===== src/rtl/gcc_track_buf.sv =====
// Centroid tracking buffer: captures (Xc,Yc) and signed movement deltas while the
// upstream calculator holds READY_ low, and drains them through a FWFT FIFO.
module gcc_track_buf #(
    parameter int DEPTH       = 8,
    parameter bit CHANGE_ONLY = 1'b1
) (
    input  logic       CLK,
    input  logic       RESET_,
    input  logic       READY_,
    input  logic [7:0] Xc,
    input  logic [7:0] Yc,
    input  logic       FLUSH,
    input  logic       OUT_READY,
    output logic       OUT_VALID,
    output logic [7:0] OUT_X,
    output logic [7:0] OUT_Y,
    output logic [8:0] OUT_DX,
    output logic [8:0] OUT_DY,
    output logic [4:0] COUNT,
    output logic       FULL,
    output logic       EMPTY,
    output logic [7:0] OVF_CNT,
    output logic       o_dbg_state
);

    localparam int          AW      = (DEPTH > 1) ? $clog2(DEPTH) : 1;
    localparam logic [4:0]  DEPTH_C = 5'(DEPTH);

    typedef enum logic {
        S_WAIT  = 1'b0,
        S_TRACK = 1'b1
    } state_t;

    state_t          r_state;
    state_t          w_next_state;
    logic            r_first;
    logic [7:0]      r_prev_x;
    logic [7:0]      r_prev_y;
    logic [AW-1:0]   r_wr_ptr;
    logic [AW-1:0]   r_rd_ptr;
    logic [4:0]      r_count;
    logic [7:0]      r_ovf_cnt;
    logic [33:0]     r_mem [DEPTH];

    logic            w_capture;
    logic            w_full;
    logic            w_empty;
    logic            w_pop;
    logic            w_push;
    logic            w_drop;
    logic [8:0]      w_dx;
    logic [8:0]      w_dy;
    logic [33:0]     w_head;

    // FLUSH forcing WAIT also masks any capture in the same cycle.
    always_comb begin
        w_next_state = r_state;
        case (r_state)
            S_WAIT:  if (!READY_) w_next_state = S_TRACK;
            S_TRACK: if (READY_)  w_next_state = S_WAIT;
            default: w_next_state = S_WAIT;
        endcase
        if (FLUSH) w_next_state = S_WAIT;
    end

    assign w_capture = (w_next_state == S_TRACK) &&
                       (r_first || !CHANGE_ONLY || (Xc != r_prev_x) || (Yc != r_prev_y));

    assign w_dx = r_first ? 9'd0 : ({1'b0, Xc} - {1'b0, r_prev_x});
    assign w_dy = r_first ? 9'd0 : ({1'b0, Yc} - {1'b0, r_prev_y});

    assign w_full  = (r_count == DEPTH_C);
    assign w_empty = (r_count == 5'd0);
    assign w_pop   = !FLUSH && !w_empty && OUT_READY;
    // A pop in the same cycle frees the slot, so a full FIFO still accepts the push.
    assign w_push  = w_capture && (!w_full || w_pop);
    assign w_drop  = w_capture && w_full && !w_pop;

    always_ff @(posedge CLK or negedge RESET_) begin
        if (!RESET_) begin
            r_state  <= S_WAIT;
            r_first  <= 1'b1;
            r_prev_x <= 8'd0;
            r_prev_y <= 8'd0;
        end else if (FLUSH) begin
            r_state <= S_WAIT;
            r_first <= 1'b1;
        end else begin
            r_state <= w_next_state;
            if (r_state == S_TRACK && w_next_state == S_WAIT) begin
                r_first <= 1'b1;
            end else if (w_capture) begin
                r_first <= 1'b0;
            end
            // History follows every capture, even one the FIFO has to drop.
            if (w_capture) begin
                r_prev_x <= Xc;
                r_prev_y <= Yc;
            end
        end
    end

    always_ff @(posedge CLK or negedge RESET_) begin
        if (!RESET_) begin
            r_wr_ptr  <= '0;
            r_rd_ptr  <= '0;
            r_count   <= 5'd0;
            r_ovf_cnt <= 8'd0;
        end else if (FLUSH) begin
            r_wr_ptr  <= '0;
            r_rd_ptr  <= '0;
            r_count   <= 5'd0;
            r_ovf_cnt <= 8'd0;
        end else begin
            if (w_push) r_wr_ptr <= r_wr_ptr + AW'(1);
            if (w_pop)  r_rd_ptr <= r_rd_ptr + AW'(1);
            case ({w_push, w_pop})
                2'b10:   r_count <= r_count + 5'd1;
                2'b01:   r_count <= r_count - 5'd1;
                default: r_count <= r_count;
            endcase
            if (w_drop && r_ovf_cnt != 8'hFF) r_ovf_cnt <= r_ovf_cnt + 8'd1;
        end
    end

    always_ff @(posedge CLK or negedge RESET_) begin
        if (!RESET_) begin
            for (int i = 0; i < DEPTH; i++) r_mem[i] <= '0;
        end else if (w_push) begin
            r_mem[r_wr_ptr] <= {Xc, Yc, w_dx, w_dy};
        end
    end

    assign w_head      = r_mem[r_rd_ptr];
    assign OUT_X       = w_head[33:26];
    assign OUT_Y       = w_head[25:18];
    assign OUT_DX      = w_head[17:9];
    assign OUT_DY      = w_head[8:0];
    assign OUT_VALID   = !w_empty;
    assign COUNT       = r_count;
    assign FULL        = w_full;
    assign EMPTY       = w_empty;
    assign OVF_CNT     = r_ovf_cnt;
    assign o_dbg_state = r_state;

endmodule

===== config.mk =====
export PLATFORM = sky130hd
export DESIGN_NAME = gcc_track_buf
export DESIGN_NICKNAME = d
export VERILOG_FILES = /design/src/rtl/gcc_track_buf.sv
export SDC_FILE = /design/constraint.sdc
export NUM_CORES = 1
export LEC_CHECK = 0
export CORE_UTILIZATION = 50
export CTS_BUF_LIST = sky130_fd_sc_hd__clkbuf_16
export CTS_CLUSTER_DIAMETER = 40
export CTS_CLUSTER_SIZE = 20
export DETAILED_ROUTE_END_ITERATION = 10
export PLACE_DENSITY = 0.69
export SLEW_MARGIN = 20
export SYNTH_ARGS = -nofsm -noshare
export SYNTH_HDL_FRONTEND = slang
export SYNTH_SLANG_ARGS = --single-unit

===== constraint.sdc =====
create_clock -name CLK -period 8 [get_ports CLK]
set_input_delay 0.8 -clock CLK [delete_from_list [all_inputs] [get_ports CLK]]
set_output_delay 0.8 -clock CLK [all_outputs]
set_load 0.02 [all_outputs]

==> results of run 1 <==
[sequential cells by signal (all words and copies together) (netlist names)]
| name | flops |
|---|---|
| COUNT | 5 |
| OVF_CNT | 8 |
| o_dbg_state | 1 |
| r_first | 1 |
| r_mem | 272 |
| r_prev_x | 8 |
| r_prev_y | 8 |
| r_rd_ptr | 3 |
| r_wr_ptr | 3 |
[cells in the final DEF, fill, tap and decap left out, types with 3 or more instances in the layout]
cell             count
inv_1               27
inv_8                3
a21oi_1             15
dfrtp_1            305
a22o_1              33
clkinv_1             6
clkinvlp_4           5
nand2b_1             9
and3_1               7
xor2_1              14
nor2b_1              5
a21o_1               7
bufinv_16            3
nor2_2               6
nand3b_2             3
mux2_1             128
buf_4               11
mux2_2              37
o21ai_0             33
o21ai_1            105
nor2_1              33
clkbuf_16           41
nand2_1            135
clkinv_4             3
nand3_2              3
or3_1                4
mux2i_1              4
clkinv_2             6
xnor2_1             11
fa_1                 3
ha_1                22
mux4_2              68
nand3_1             10
and2_1               3
clkdlybuf4s50_1     70
[final cells by class]
| cell class | instances | area share [%] |
|---|---|---|
| Sequential cell | 309 | 46.2 |
| Multi-Input combinational cell | 729 | 37.6 |
| Inverter | 26 | 0.582 |
| Clock buffer | 41 | 6.12 |
| Tap cell | 384 | 2.87 |
| Clock inverter | 29 | 1.56 |
| Timing Repair Buffer | 84 | 5.05 |
[how the worst max path moves through the flow]
stage                            startpoint                    to  slack [ns]
finish              r_rd_ptr[0]$_DFFE_PN0P_             OUT_DX[6]        3.58
global placement                      Xc[7]  COUNT[4]$_DFFE_PN0P_        3.39
global route        r_rd_ptr[0]$_DFFE_PN0P_              OUT_X[0]        3.33
CTS                 r_rd_ptr[0]$_DFFE_PN0P_             OUT_DY[5]        3.47
detailed placement                    Xc[7]  COUNT[4]$_DFFE_PN0P_        3.35
floorplan                             Xc[7]  COUNT[4]$_DFFE_PN0P_        4.48
[critical path: stages, from the launching register on]
cell,delay [ns]
dfrtp_4,0.75
buf_4,0.86
mux4_2,0.61
mux2_2,0.30
clkdlybuf4s50_1,0.54
[metal layers]
| metal | wire [um] | part of all wire, % | vias up | track usage [%] |
|---|---|---|---|---|
| li1 | - | - | 4225 | - |
| met1 | 14900 | 47 | 4645 | 32.9 |
| met2 | 14800 | 47 | 205 | 36.3 |
| met3 | 1270 | 4.0 | 46 | 3.14 |
| met4 | 541 | 1.7 | 0 | 5.85 |
| met5 | 0 | 0 | - | 0 |
[cells by family (layout without fill, tap and decap cells)]
| kind of cell | count (synthesis) | in the layout |
|---|---|---|
| fa+ha+maj | 25 | 25 |
| compound gates | 209 | 209 |
| mux | 237 | 237 |
| flops | 309 | 309 |
| xor+xnor | 25 | 25 |
| buf+inv | 101 | 180 |
| simple gates | 233 | 233 |
[power by group]
| part | switching (mW) | internal [mW] | total, mW |
|---|---|---|---|
| registers | 0.139 | 1.75 | 1.89 |
| clock network | 0.685 | 1.04 | 1.72 |
| logic | 0.556 | 0.545 | 1.10 |
| total | 1.38 | 3.34 | 4.72 |
[through the flow]
step	util (%)	setup WS, ns	hold WS [ns]
after global placement	53.9	3.39	0.459
after CTS	58.4	3.47	0.475
after global routing	58.5	3.33	0.195
after floorplan	-	4.48	0.445
after detailed placement	53.9	3.35	0.470
final	58.5	3.58	0.174
==> flow_summary.toml, run 1 <==
[synth]
synthTopCellsByCount = "308 x dfrtp_1, 135 x nand2_1, 128 x mux2_1"
synth_fa_ha_area_share_pct = 2.31
syn_area_per_cell_um2 = 12.8
synthesis.area_mm2 = 0.0145
synth_top_area_cell = "dfrtp_1"
postSynth.asyncResetShare_pct = 100
synth.area.mux_share_pct = 23.6
synth_edf_count = 0
yosysWarnings = 0
yosysSeqAreaShare_pct = 53.2
synthXorXnorAreaFrac_pct = 1.51
synth_flop_cell = "dfrtp_1"
synth.distinct_cells = 56
yosysMostFrequentCell = "dfrtp_1"
ys_top_cells_by_area = "dfrtp_1 53%, mux4_2 11%, mux2_1 9.9%, o21ai_1 3.6%, nand2_1 3.5%"
synthCells = 1139
mappedNetlistNets = 1185
synth_top_area_share_pct = 53.0
synth-simple-area-share_pct = 7.41
synth_top_family_by_area = "multiplexers"
synth_compound_area_share_pct = 8.51
synth-seq-cells = 309

[clock_tree]
post_cts_buffers = 0
cts_sinks = 309
ctsResizeCount = 0
clk_path_buf_depth = 3
insertion_delay_ns = 0.52
htree_levels = 2
cts_buffers = 38
clkTransAtPathRegs_ns = 0.06
cts_tree = "yes"
cts_hold_buf = 0
clockRootBuffer = "clkbuf_16"

[detailed_routing]
wl_um = 31500
antenna_left = 0
vias = 9121
viasPerCell = 5.69
wire_per_inst_um = 19.6
firstDrtPassIters = 5
drtIter0Drc = 564
drc = 0

[die]
initial_utilization_pct = 50.8
dieArea_mm2 = 0.0297
top_level_ports = 72
die_x_um = 172
core_mm2 = 0.0286
rows = 62
die_y_um = 172

[run_status]
status = "finished, final reports clean"

[timing]
min_period_over_period_pct = 55.2
skew_ns = 0.0172
maxSlewViolCount = 0
setup_viol_count_final = 0
slew_headroom_pct = 33.5
rsz0062_at_grt = "false"
hold_viol = 0
finalCriticalPeriod_ns = 4.42
worst_pin_slew_ns = 0.998
fmax_mhz = 226
tns_ns = 0

[grt]
grt_max_degree = 172
grt-ovfl-total = 0
grt_pass1_wl_um = 52000
grt_use_total_pct = 22.7
grt_antenna_before_repair = 0
grt_pass1_vias = 9394

[critical_path]
worstSetupStartpointType = "flip-flop"
critPathKind = "flip-flop to output pin"
required_ns = 7.20
r2r-start = "r_first$_DFFE_PN1P_"
ff2ff_setup_slack_ns = 4.41
reg2reg_depth = 6
r2r_end = "r_mem[29]$_DFFE_PN0P_"
cp.arrival_ns = 3.62
worstSetupEndpointType = "output pin"
crit_fanout = 48

[cells_and_area]
multiInputGateArea_mm2 = 0.00630
fill_cells = 2243
antenna_cells = 0
postLayoutCellArea_mm2 = 0.0168
nNetsFinal = 1234
areaGrowthSynthToFinish_pct = 15.3
seq_area_mm2 = 0.00774
drive_above_1_share_pct = 17.0
instances_no_fill = 1602

[pwr]
p_leak_nw = 7.56
finalPower_mw = 4.72
ir_drop_uv = 329
cellPowerDensity_mw_per_mm2 = 281

[place]
portBuffers = 71
dp_cells = 1531
placed_area_mm2 = 0.0154
place_hpwl_um = 18600
gp_congestion = 0.765

[run]
cap_violations = 0

[hold_path]
min_path_type = "input pin to asynchronous set/reset pin"
(Power assumes the default switching activity.)
==> run 2: changes to the inputs <==
Clock period 8 ns to 4.1 ns, I/O delays scaled along.
==> flow_summary.toml, run 2 (synthesized netlist as in run 1, its figures left out) <==
[pwr]
p_seq_share_pct = 39.1
p_comb_share_pct = 23.5
intPower_mw = 6.54
cellPowerDensity_mw_per_mm2 = 549
clockPowerShare_pct = 37.4
p_leak_nw = 7.80
swShare_pct = 30.6
switching_power_mw = 2.89
ir_drop_uv = 395

[grt]
grt_use_total_pct = 23.6
grt-ovfl-total = 0
grt_pass1_vias = 9576
grt_antenna_before_repair = 0
grt_pass1_wl_um = 53200
grt_max_degree = 93

[hold_path]
min_path_type = "flip-flop to flip-flop"

[clock_tree]
insertion_delay_ns = 0.55
cts_sinks = 309
cts_buffers = 42
clk_path_buf_depth = 3
htree_levels = 2
clkTransAtPathRegs_ns = 0.07
cts_tree = "yes"
clockRootBuffer = "clkbuf_16"
ctsResizeCount = 0

[timing]
setup_viol_count_final = 0
skew_ns = 0.0258
hold_viol = 0
rsz0062_at_grt = "false"
maxSlewViolCount = 0
fmax_mhz = 282
slew_headroom_pct = 36.8
worst_slack_ns = 0.551
min_period_over_period_pct = 86.6
finalCriticalPeriod_ns = 3.55
tns_ns = 0
worst_pin_slew_ns = 0.947

[critical_path]
critPathKind = "input pin to flip-flop"
path_buf_inv = 2
cp.arrival_ns = 3.97
critPathTopFamily = "simple AND/OR/NAND/NOR gates"
worstSetupEndpointType = "flip-flop"
worstSetupStartpointType = "input pin"
critPathSlowestCell = "clkdlybuf4s50_1"
crit_fanout = 10
cp_cell_sequence = "clkdlybuf4s50_1 > ha_1 > nand4b_1 > nor3_2 > a21oi_4 > or3_1 > inv_1 > ha_1 > nor2b_1 > o21a_1 > or3_1 > mux2i_1 > xnor2_1 > nor2_1"
slowest_delay_ns = 0.63
required_ns = 4.52

[detailed_routing]
firstDrtPassIters = 5
vias = 9358
antenna_left = 0
wl_um = 32800
drtIter0Drc = 581
viasPerCell = 5.71
wire_per_inst_um = 20.0
drc = 0

[cells_and_area]
drive_above_1_share_pct = 19.6
antenna_cells = 0
max_flop_register = "r_mem"
areaGrowthSynthToFinish_pct = 18.2
seq_area_mm2 = 0.00774
final_cell_mix = "305 x dfrtp_1, 135 x nand2_1, 128 x mux2_1"
largest_reg_flops = 272
fill_cells = 2247
final_common_cell = "dfrtp_1"
multiInputGateArea_mm2 = 0.00630
nNetsFinal = 1267

[die]
top_level_ports = 72
rows = 62
dieArea_mm2 = 0.0297
core_mm2 = 0.0286
die_x_um = 172
die_y_um = 172
initial_utilization_pct = 50.8

[run]
cap_violations = 0

[place]
gp_congestion = 0.807
portBuffers = 71
dp_slack_ns = 0.0789
place_hpwl_um = 20400

[run_status]
status = "finished, final reports clean"
[run 2: cell count changes in the layout (fill, tap and decap cells not counted), sizes merged]
| cell | before | now |
|---|---|---|
| inv | 32 | 40 |
| buf | 14 | 42 |
| bufinv | 3 | 1 |
| clkinvlp | 5 | 2 |
| clkinv | 15 | 18 |
| clkbuf | 41 | 42 |
| dlygate4sd3 | 0 | 1 |
[run 2: routing by layer]
layer / part of all wire (%) / GRT usage, %
met1: 45 / 32.6
met2: 48 / 38.6
met3: 5.1 / 4.53
met4: 1.7 / 5.77
met5: 0 / 0
[run 2: final timing paths]
check	start	to	slack (ns)	depth (start not counted)
worst min register to register	r_mem[43]$_DFFE_PN0P_	r_mem[43]$_DFFE_PN0P_	0.48	2
worst min-delay path	r_mem[43]$_DFFE_PN0P_	r_mem[43]$_DFFE_PN0P_	0.48	2
min in group asynchronous	RESET_	r_mem[247]$_DFFE_PN0P_	0.49	2
worst max-delay path	Xc[7]	COUNT[4]$_DFFE_PN0P_	0.55	14
max in group asynchronous	RESET_	r_mem[257]$_DFFE_PN0P_	2.52	3
worst max register to register	r_prev_y[3]$_DFFE_PN0P_	COUNT[4]$_DFFE_PN0P_	0.80	14
[run 2: through the flow]
| stage | hold WS [ns] | instance area, um2 | utilization [%] | std cells | power [mW] |
|---|---|---|---|---|---|
| after floorplan | 0.114 | 14500 | - | 1139 | 5.10 |
| after global placement | 0.458 | 15800 | 55.2 | 1560 | 5.91 |
| after detailed placement | 0.465 | 15800 | 55.2 | 1560 | 5.96 |
| after CTS | 0.478 | 17200 | 60.0 | 1638 | 9.53 |
| after global routing | 0.499 | 17200 | 60.0 | 1638 | 9.87 |
| final | 0.481 | 17200 | 60.0 | 1638 | 9.42 |
[run 2: worst register-to-register path, cell delays in order (launching register included)]
cell,delay (ns)
dfrtp_1,0.33
inv_1,0.05
ha_1,0.36
nand4b_1,0.17
nor3_2,0.39
a21oi_4,0.10
or3_1,0.39
inv_1,0.12
ha_1,0.28
nor2b_1,0.14
o21a_1,0.17
or3_1,0.31
mux2i_1,0.17
xnor2_1,0.14
nor2_1,0.06
[run 2: final cells by class]
| type | count | share of cell area [%] |
|---|---|---|
| flip-flops and latches | 309 | 45.1 |
| multi-input cells | 729 | 36.7 |
| repair buffers | 113 | 6.89 |
| clock buffers | 42 | 6.12 |
| well taps | 384 | 2.80 |
| clock inverters | 35 | 1.87 |
| inverters | 26 | 0.568 |
[run 2: repair_timing]
item	CTS	global route
hold buffers	1	0
hold endpoints to repair	86	0
buffers inserted	0	0
[run 2: power by group through the flow]
| stage | clock (mW) | combinational [mW] | sequential (mW) |
|---|---|---|---|
| after floorplan | 0 | 1.47 | 3.63 |
| final | 3.52 | 2.22 | 3.69 |
| after global placement | 0 | 2.19 | 3.72 |
| after global routing | 3.73 | 2.40 | 3.74 |
| after detailed placement | 0 | 2.23 | 3.74 |
| after CTS | 3.60 | 2.24 | 3.69 |
==> run 3: changes to the inputs <==
Settings changed: ABC_AREA set to 1, TNS_END_PERCENT set to 1.
==> flow_summary.toml, run 3 <==
[synth]
yosysWarnings = 0
synth_top_area_share_pct = 51.6
synthCells = 1806
synth_edf_count = 0
synth.distinct_cells = 39
yosysSeqAreaShare_pct = 51.8
yosysMostFrequentCell = "nand2_1"
synth_flop_cell = "dfrtp_1"
synthesis.area_mm2 = 0.0149
ys_top_cells_by_area = "dfrtp_1 52%, nand2_1 12%, o21ai_0 7.4%, nor2_1 6.6%, o21ai_1 5.7%"
syn_area_per_cell_um2 = 8.27
mappedNetlistNets = 1852
synthTopCellsByCount = "463 x nand2_1, 308 x dfrtp_1, 263 x nor2_1"
synth_top_area_cell = "dfrtp_1"
synth-seq-cells = 309
postSynth.asyncResetShare_pct = 100

[cells_and_area]
final_common_cell = "nand2_1"
largest_reg_flops = 272
drive_above_1_share_pct = 6.73
final_cell_mix = "463 x nand2_1, 306 x dfrtp_1, 263 x nor2_1"
areaGrowthSynthToFinish_pct = 13.9
max_flop_register = "r_mem"
antenna_cells = 0
post-route-util_pct = 58.6
instances_no_fill = 2257
nNetsFinal = 1887

[grt]
grt_pass1_wl_um = 64800
grt-ovfl-total = 0
grt_use_total_pct = 26.8
grt_antenna_before_repair = 0
grt_pass1_vias = 12100
grt_max_degree = 138

[clock_tree]
cts_sinks = 309
insertion_delay_ns = 0.53
cts_buffers = 41
clk_path_buf_depth = 3
htree_levels = 2
cts_tree = "yes"
ctsResizeCount = 0
clockRootBuffer = "clkbuf_16"
clkTransAtPathRegs_ns = 0.05

[detailed_routing]
vias = 12600
drc = 0
firstDrtPassIters = 6
wl_um = 39900
antenna_left = 0
viasPerCell = 5.57
drtIter0Drc = 1309
wire_per_inst_um = 17.7

[timing]
finalCriticalPeriod_ns = 3.62
fmax_mhz = 276
slew_headroom_pct = 25.8
maxSlewViolCount = 0
min_period_over_period_pct = 88.3
worst_pin_slew_ns = 1.11
tns_ns = 0
skew_ns = 0.0198
setup_viol_count_final = 0
hold_viol = 0
rsz0062_at_grt = "false"

[die]
top_level_ports = 72
core_mm2 = 0.0290
rows = 62
die_x_um = 175
dieArea_mm2 = 0.0306
die_y_um = 175
initial_utilization_pct = 51.5

[critical_path]
cp_cell_sequence = "inv_2 > buf_4 > o21ai_0 > o22ai_1 > nor2_1 > a31oi_1 > clkdlybuf4s50_1"
r2r_end = "COUNT[4]$_DFFE_PN0P_"
critPathTopFamily = "buffers and inverters"
required_ns = 3.69
slowest_delay_ns = 0.72
path_buf_inv = 3
critPathKind = "flip-flop to output pin"
r2r-start = "r_prev_x[3]$_DFFE_PN0P_"
reg2reg_depth = 16
worstSetupEndpointType = "output pin"
crit_fanout = 51
cp.arrival_ns = 3.21
ff2ff_setup_slack_ns = 1.19
worstSetupStartpointType = "flip-flop"
critPathSlowestCell = "inv_2"

[run_status]
status = "finished, final reports clean"

[place]
portBuffers = 71
place_hpwl_um = 24700
gp_congestion = 0.842
dp_cells = 2181

[pwr]
intPower_mw = 7.17
switching_power_mw = 4.38
ir_drop_uv = 540
clockPowerShare_pct = 29.5
p_seq_share_pct = 34.2
cellPowerDensity_mw_per_mm2 = 679
swShare_pct = 37.9
p_comb_share_pct = 36.3
p_leak_nw = 8.06
finalPower_mw = 11.5

[hold_path]
min_path_type = "input pin to asynchronous set/reset pin"

[run]
cap_violations = 0
[run 3: cell types whose count changed after synthesis, sizes merged, moves of 32 or more]
cell,delta
nand2,+336
inv,+50
a22o,-33
mux2,-165
a31oi,+32
o21ai,+251
mux4,-68
o22ai,+32
nor2,+228
[run 3: cell families (layout without fill, tap and decap cells)]
| kind of cell | count (synthesis) | after routing | synth area share (%) |
|---|---|---|---|
| buf+inv | 188 | 255 | 6.79 |
| fa+ha+maj | 25 | 25 | 2.24 |
| compound gates | 485 | 485 | 17.1 |
| simple gates | 789 | 789 | 21.6 |
| flops | 309 | 309 | 51.8 |
| xor+xnor | 10 | 10 | 0.586 |
[run 3: cell type report]
class	count	area, um2
repair buffers	102	1000
multi-input cells	1309	6190
well taps	384	480
inverters	78	294
fillers	2687	12000
clock inverters	32	235
flip-flops and latches	309	7740
clock buffers	43	1080
[run 3: worst reg2reg max path: cells and delay by family (launching register included)]
family | cells | cell delay [ns]
compound gates | 1 | 0.28
xor+xnor | 1 | 0.18
fa+ha+maj | 2 | 0.79
buf+inv | 2 | 0.12
flops | 1 | 0.38
simple gates | 10 | 1.03
[run 3: power groups by stage]
stage | logic, mW | registers, mW | clock network (mW)
floorplan | 2.65 | 3.93 | 0
global placement | 4.14 | 3.96 | 0
detailed placement | 4.18 | 3.98 | 0
CTS | 4.20 | 3.94 | 3.45
global route | 4.61 | 4.01 | 3.58
finish | 4.19 | 3.95 | 3.40
[run 3: metal layers]
metal / track usage [%] / wire length (um)
met5: 0 / 0
met4: 9.67 / 1260
met3: 4.87 / 2700
met2: 42.2 / 18000
met1: 37.1 / 17900
[run 3: how the worst max path moves through the flow]
stage / startpoint / end / slack [ns] / depth (start not counted)
finish: r_rd_ptr[1]$_DFFE_PN0P_ / OUT_DX[2] / 0.48 / 7
global route: r_rd_ptr[1]$_DFFE_PN0P_ / OUT_DX[2] / 0.35 / 7
CTS: r_rd_ptr[1]$_DFFE_PN0P_ / OUT_DX[2] / 0.48 / 7
detailed placement: Xc[0] / COUNT[4]$_DFFE_PN0P_ / 0.73 / 17
global placement: Xc[0] / COUNT[4]$_DFFE_PN0P_ / 0.74 / 17
floorplan: Xc[0] / COUNT[4]$_DFFE_PN0P_ / 1.37 / 17
[run 3: per-stage QoR]
step | hold slack, ns | setup slack, ns | area [um2]
6_report | 0.430 | 0.480 | 17000
4_1_cts | 0.460 | 0.479 | 17000
5_1_grt | 0.488 | 0.346 | 17000
3_5_place_dp | 0.423 | 0.728 | 15700
3_3_place_gp | 0.422 | 0.740 | 15700
2_1_floorplan | 0.114 | 1.37 | 14900
[run 3: repair_timing]
| action | 4_1_cts | 5_1_grt |
|---|---|---|
| hold buffers | 1 | 0 |
| setup buffers | 0 | 0 |
| endpoints found under the hold margin | 67 | 0 |
